===== config.mk =====
export PLATFORM = sky130hd
export DESIGN_NAME = rng_prefetch
export DESIGN_NICKNAME = d
export VERILOG_FILES = /design/src/rtl/rng_pkg.sv /design/src/rtl/rng_fifo.sv /design/src/rtl/rng_prefetch.sv
export SDC_FILE = /design/constraint.sdc
export NUM_CORES = 1
export LEC_CHECK = 0
export BUFFER_PORTS_ARGS = -buffer_cell sky130_fd_sc_hd__buf_2
export CORE_UTILIZATION = 58
export CTS_CLUSTER_DIAMETER = 100
export DETAILED_ROUTE_END_ITERATION = 8
export PLACE_DENSITY = 0.79
export SLEW_MARGIN = 15
export SYNTH_ARGS = -nofsm -noshare
export SYNTH_HDL_FRONTEND = slang
export SYNTH_HIERARCHICAL = 1
export SYNTH_SLANG_ARGS = --single-unit
export TNS_END_PERCENT = 1

===== constraint.sdc =====
create_clock -name clk -period 7.1 [get_ports clk]
set_clock_uncertainty 0.05 [all_clocks]
set_input_delay 0.355 -clock clk [delete_from_list [all_inputs] [get_ports clk]]
set_output_delay 0.355 -clock clk [all_outputs]
set_load 0.02 [all_outputs]

===== src/rtl/rng_pkg.sv =====
// Shared types and constants for the RNG prefetch buffer: FSM states,
// default seed, warm-up length, stuck-word repeat limit and level width.
package rng_pkg;

    typedef enum logic [1:0] {
        S_RESEED = 2'd0,
        S_WARMUP = 2'd1,
        S_FILL   = 2'd2
    } rng_state_e;

    localparam logic [31:0] RNG_SEED_DEFAULT = 32'hACE1_2468;
    localparam int          RNG_WARMUP       = 16;
    localparam int          RNG_REP_LIMIT    = 4;

    // Occupancy needs one extra bit so that "full" is distinguishable from "empty".
    function automatic int rng_level_w(input int depth);
        return $clog2(depth) + 1;
    endfunction

endpackage


===== src/rtl/rng_fifo.sv =====
// Synchronous first-word-fall-through FIFO: o_head shows the oldest word
// whenever o_empty is low; flush empties it at the next edge.
module rng_fifo #(
    parameter int W     = 32,
    parameter int DEPTH = 8
) (
    input  logic                   i_clk,
    input  logic                   i_reset,
    input  logic                   i_push,
    input  logic                   i_pop,
    input  logic                   i_flush,
    input  logic [W-1:0]           i_data,
    output logic [W-1:0]           o_head,
    output logic [$clog2(DEPTH):0] o_level,
    output logic                   o_full,
    output logic                   o_empty
);

    localparam int AW = $clog2(DEPTH);

    logic [W-1:0]  r_mem [DEPTH];
    logic [AW-1:0] r_rd_ptr;
    logic [AW-1:0] r_wr_ptr;
    logic [AW:0]   r_level;
    logic          w_push;
    logic          w_pop;

    assign o_full  = (r_level == (AW + 1)'(DEPTH));
    assign o_empty = (r_level == '0);
    assign w_push  = i_push && !o_full;
    assign w_pop   = i_pop && !o_empty;

    // Pointers wrap naturally because DEPTH is a power of two.
    always_ff @(posedge i_clk) begin
        if (i_reset || i_flush) begin
            r_rd_ptr <= '0;
            r_wr_ptr <= '0;
            r_level  <= '0;
        end else begin
            if (w_push) r_wr_ptr <= r_wr_ptr + AW'(1);
            if (w_pop)  r_rd_ptr <= r_rd_ptr + AW'(1);
            if (w_push && !w_pop)      r_level <= r_level + (AW + 1)'(1);
            else if (!w_push && w_pop) r_level <= r_level - (AW + 1)'(1);
        end
    end

    always_ff @(posedge i_clk) begin
        if (w_push && !i_flush) r_mem[r_wr_ptr] <= i_data;
    end

    assign o_head  = r_mem[r_rd_ptr];
    assign o_level = r_level;

endmodule


===== src/rtl/rng_prefetch.sv =====
// Seeds the LFSR stage, discards a warm-up run, then prefetches words into a
// FWFT FIFO for zero-wait register reads. `define RNG_STUCK_CHECK_EN adds a stuck-word health check.
module rng_prefetch
    import rng_pkg::*;
#(
    parameter int                  NUM_BITS     = 32,
    parameter int                  DEPTH        = 8,
    parameter int                  WARMUP       = RNG_WARMUP,
    parameter logic [NUM_BITS-1:0] SEED_DEFAULT = NUM_BITS'(RNG_SEED_DEFAULT)
) (
    input  logic                   clk,
    input  logic                   reset,
    input  logic                   reg_dat_we,
    input  logic                   reg_dat_re,
    input  logic [NUM_BITS-1:0]    reg_dat_di,
    output logic [NUM_BITS-1:0]    reg_dat_do,
    output logic                   reg_dat_wait,
    output logic                   rng_enable,
    output logic                   rng_dat_we,
    output logic [NUM_BITS-1:0]    rng_dat_di,
    input  logic [NUM_BITS-1:0]    rng_dat_do,
    input  logic                   rng_dat_wait,
    output logic [$clog2(DEPTH):0] level,
    output logic                   health_fail,
    output rng_state_e             o_dbg_state
);

    localparam int LW = rng_level_w(DEPTH);
    localparam int CW = $clog2(WARMUP + 1);

    rng_state_e          r_state;
    rng_state_e          w_state_nxt;
    logic [NUM_BITS-1:0] r_seed;
    logic [CW-1:0]       r_warm_cnt;
    logic                w_warm_done;
    logic                w_full;
    logic                w_empty;
    logic                w_cand;
    logic                w_push;
    logic                w_pop;
    logic                w_health;
    logic [NUM_BITS-1:0] w_head;
    logic [LW-1:0]       w_level;

    // The seed-load cycle is the first discarded cycle, so WARMUP needs WARMUP-1 more.
    assign w_warm_done = !rng_dat_wait && (int'(r_warm_cnt) == WARMUP - 2);

    always_comb begin
        w_state_nxt = r_state;
        rng_enable  = 1'b0;
        rng_dat_we  = 1'b0;
        case (r_state)
            S_RESEED: begin
                rng_enable  = 1'b1;
                rng_dat_we  = 1'b1;
                w_state_nxt = (WARMUP == 1) ? S_FILL : S_WARMUP;
            end
            S_WARMUP: begin
                rng_enable = 1'b1;
                if (w_warm_done) w_state_nxt = S_FILL;
            end
            S_FILL: begin
                rng_enable = !w_full && !w_health;
            end
            default: w_state_nxt = S_RESEED;
        endcase
        if (reg_dat_we) w_state_nxt = S_RESEED;
    end

    always_ff @(posedge clk) begin
        if (reset) begin
            r_state    <= S_RESEED;
            r_seed     <= SEED_DEFAULT;
            r_warm_cnt <= '0;
        end else begin
            r_state <= w_state_nxt;
            if (reg_dat_we) r_seed <= reg_dat_di;
            if (r_state != S_WARMUP)  r_warm_cnt <= '0;
            else if (!rng_dat_wait)   r_warm_cnt <= r_warm_cnt + CW'(1);
        end
    end

    assign w_cand = (r_state == S_FILL) && rng_enable && !rng_dat_wait;

`ifdef RNG_STUCK_CHECK_EN
    localparam int RW = $clog2(RNG_REP_LIMIT + 1);

    logic [NUM_BITS-1:0] r_prev;
    logic                r_prev_vld;
    logic [RW-1:0]       r_rep_cnt;
    logic                r_health;
    logic                w_same;
    logic                w_stuck;

    assign w_same  = r_prev_vld && (rng_dat_do == r_prev);
    assign w_stuck = w_cand && w_same && (int'(r_rep_cnt) == RNG_REP_LIMIT - 1);
    assign w_push  = w_cand && !w_stuck;

    always_ff @(posedge clk) begin
        if (reset || reg_dat_we) begin
            r_prev     <= '0;
            r_prev_vld <= 1'b0;
            r_rep_cnt  <= '0;
            r_health   <= 1'b0;
        end else if (w_cand) begin
            r_prev     <= rng_dat_do;
            r_prev_vld <= 1'b1;
            r_rep_cnt  <= w_same ? r_rep_cnt + RW'(1) : RW'(1);
            if (w_stuck) r_health <= 1'b1;
        end
    end

    assign w_health = r_health;
`else
    assign w_push   = w_cand;
    assign w_health = 1'b0;
`endif

    // Write wins over a concurrent read; once unhealthy an empty read returns 0 without stalling.
    assign w_pop = reg_dat_re && !reg_dat_we && !w_empty;

    always_comb begin
        reg_dat_wait = 1'b0;
        if (reg_dat_we)      reg_dat_wait = reg_dat_re;
        else if (reg_dat_re) reg_dat_wait = w_empty && !w_health;
    end

    rng_fifo #(
        .W     (NUM_BITS),
        .DEPTH (DEPTH)
    ) u_fifo (
        .i_clk   (clk),
        .i_reset (reset),
        .i_push  (w_push),
        .i_pop   (w_pop),
        .i_flush (reg_dat_we),
        .i_data  (rng_dat_do),
        .o_head  (w_head),
        .o_level (w_level),
        .o_full  (w_full),
        .o_empty (w_empty)
    );

    assign reg_dat_do  = w_empty ? '0 : w_head;
    assign rng_dat_di  = r_seed;
    assign level       = w_level;
    assign health_fail = w_health;
    assign o_dbg_state = r_state;

endmodule


==> results by group <==
Outcome
  • Outcome: finished, final reports clean

Die
  • Core ar.: 20230 µm²
  • Initial Util: 0.5921
  • Die Footprint: 21240 µm²
  • IO Count: 143
  • Site Rows: 52
  • Chip height: 145.7 µm
  • Die width: 145.7 µm

Power and ir drop
  • Static leakage: 4.913 nW
  • Max VDD drop: 0.1732 mV
  • Net Switching: 690.8 µW
  • PwrDens: 252.7 nW/µm²
  • Net Sw Frac: 0.1921
  • Clock network fraction of total power: 0.422
  • Flop pwr share: 0.548
  • Logic pwr share: 0.029
  • Internal: 2.904 mW

Clock tree
  • H-Tree Depth: 1
  • Post-CTS sizing: 0
  • Max clock buf depth: 3
  • Post-CTS setup-driven buffer insertion count: 0
  • Clk_lat worst skew: 0.56 ns
  • Clock Tree Root: clkbuf_16
  • CTS Buf Count: 30
  • Clk slew on worst S/H paths: 0.06 ns
  • CTS tree: built
  • Clk sinks: 308

Global route
  • First-pass GRT wire length: 37.45 mm
  • GRT Util Overall: 0.2315
  • Largest net degree at the start of global routing: 58
  • Initial antenna violation count: 0
  • Remaining global-route overflow: 0
  • Vias in the first global route: 6865

Drt
  • Via/cell ratio: 5.769
  • WL met2: 12.55 mm
  • Vias: 6306
  • Top Metal Used: met4
  • DR WL/cell: 21.95 µm
  • WL final: 23.99 mm
  • M1 WL: 9.659 mm
  • First-pass DRT Iterations: 4
  • Detailed-route DRC error count: 0
  • Antenna viol nets, final: 0
  • Initial drt markers: 369
  • Metal3 WL: 1.296 mm

Synth
  • Top_reg_cell synth: edfxtp_1
  • Sequential element share of the synthesized area: 0.7285
  • Post-synth net total: 701
  • Area contributors post-synth: edfxtp_1, mux4_2, dfxtp_1
  • Post-synth EDFFs: 256
  • Mapped cell area: 11980 µm²
  • Yosys warning count: 6
  • FFs w/ async S/R, synth: 0
  • Synth unique cells: 42
  • Yosys reg bits: 308
  • Area leader, netlist: edfxtp_1
  • Syn Inst Count: 624
  • Synth top area share: 0.6416
  • Syn_area_per_cell: 19.20 µm²

Finish
  • Net count, final: 875
  • Layout cells sized above 1: 0.3869
  • Fin area: 14230 µm²
  • Layout area overhead: 18.74%

Placement
  • PortBufs: 141
  • HPWL Detailed: 13.90 mm
  • Placer congestion estimate: 0.7519
  • Post-DP Area: 13050 µm²

Worst hold path
  • Worst hold-check path type: input pin to flip-flop
  • HP Start: rng_dat_do[26]

Setup path
  • CP Cell Sequence: buf_4 > mux4_2 > mux2_2 > nor2b_1 > buf_2
  • CP endpoint kind: output pin
  • Crit start category: flip-flop
  • R2r setup slk: 3.86 ns
  • CP bufs+invs: 2
  • Critical-path top delay cell: buf_4
  • CP arrival: 3.17 ns
  • FF-to-FF Start: u_fifo/o_level[0]
  • Critical path type: flip-flop to output pin
  • CP required: 6.69 ns
  • Max stage delay on crit path: 0.81 ns
  • CP max FO: 52
  • Worst path top cell family by delay: buffers and inverters

STA
  • Fmax: 0.2799 GHz
  • Max-slew headroom: 0.3192
  • Final worst-path cycle share: 0.5031
  • RSZ-0062 raised after global routing: false
  • Slew Viols, Final: 0
  • Post-route setup TNS: 0 ns
  • Fin. Hold Viols: 0
  • Measured slew at the worst slew-check pin: 1.021 ns
  • Setup-failing EPs final: 0
  • Min Tclk post-route: 3.572 ns

Run
  • Maxcap violations: 0
==> synth_stat cells (all sizes together) (4+ instances only) <==
master	count
inv	5
nor2b	46
a21oi	4
xor2	6
mux2	32
nor2	41
ha	7
nor4	4
edfxtp	256
a211o	14
dfxtp	52
nor4b	5
buf	16
clkbuf	20
mux2i	22
mux4	64
==> worst paths after layout <==
kind / endpoint / depth (start not counted)
min: u_fifo/r_mem[3][26] / 1
max: reg_dat_do[6] / 5
min reg2reg: rng_dat_di[7] / 2
max reg2reg: u_fifo/o_level[3] / 11
==> cell families (layout without fill, tap and decap cells) <==
logic type	Yosys count	in the layout	share of synthesized area
buffers and inverters	41	239	0.01525
XOR/XNOR	9	9	0.006579
AO/OA/AOI/OAI	24	24	0.01702
other	1	2	0.0003130
multiplexers	118	118	0.1688
flip-flops	308	308	0.7285
adder cells (fa/ha/maj)	8	8	0.008981
AND/OR/NAND/NOR	115	115	0.05462
==> flip-flops by register name (all words and copies together), names as in the netlist, named ones only <==
register	cells
u_fifo/r_rd_ptr	3
rng_dat_di	32
u_fifo/r_mem	256
r_warm_cnt	5
u_fifo/r_wr_ptr	3
o_dbg_state	2
u_fifo/o_level	4
==> routing by layer <==
layer  global-route usage  vias to the layer above
met1               0.2942                     3238
met2               0.4100                      215
met5                    0                        -
met3              0.03887                       42
li1                     -                     2811
met4              0.07053                        0
==> repair_timing <==
action,4_1_cts,5_1_grt
hold buffers,19,0
hold endpoints to repair,19,0
endpoints found under the setup margin,0,0
==> power by group through the flow <==
stage | clock [mW] | combinational (mW) | sequential [mW]
CTS | 1.55 | 0.105 | 1.97
detailed placement | 0 | 0.0964 | 2.01
global placement | 0 | 0.0905 | 2.01
global route | 1.61 | 0.114 | 1.97
floorplan | 0 | 0.0290 | 2.03
finish | 1.52 | 0.106 | 1.97
==> layout by cell type, fill, tap and decap left out, drive strengths merged, types with 2 or more instances in the layout <==
cell type / Yosys / final
inv: 5 / 5
buf: 16 / 159
edfxtp: 256 / 256
mux2: 32 / 32
mux2i: 22 / 22
xor2: 6 / 6
dfxtp: 52 / 52
ha: 7 / 7
nor2b: 46 / 46
nor2: 41 / 41
nor4: 4 / 4
a211o: 14 / 14
or4b: 2 / 2
dlygate4sd3: 0 / 19
a21oi: 4 / 4
a211oi: 2 / 2
nand3: 3 / 3
nand2b: 2 / 2
mux4: 64 / 64
xnor2: 3 / 3
nand4b: 3 / 3
nor4b: 5 / 5
clkbuf: 20 / 48
clkinv: 0 / 7
==> final cells by class <==
class,count,area [µm²]
Multi-Input combinational cell,275,3129
Tap cell,270,337.8
Timing Repair Buffer,178,1044
Sequential cell,308,8735
Fill cell,1248,6007
Inverter,5,18.77
Clock buffer,48,899.6
Clock inverter,8,61.31
Antenna cell,1,2.502
==> stage by stage <==
step	utilization	hold slack, ns	power [mW]	instances	setup slack (ns)
after detailed placement	0.6451	0.4308	2.106	1016	3.859
after CTS	0.7020	0.0007009	3.623	1091	3.426
after global placement	0.6451	0.4160	2.099	1016	3.865
after floorplan	-	0.4039	2.054	624	1.688
final	0.7031	0.01402	3.595	1093	3.528
after global routing	0.7030	0.01379	3.700	1092	3.301
Power figures use the tool's default switching activity.
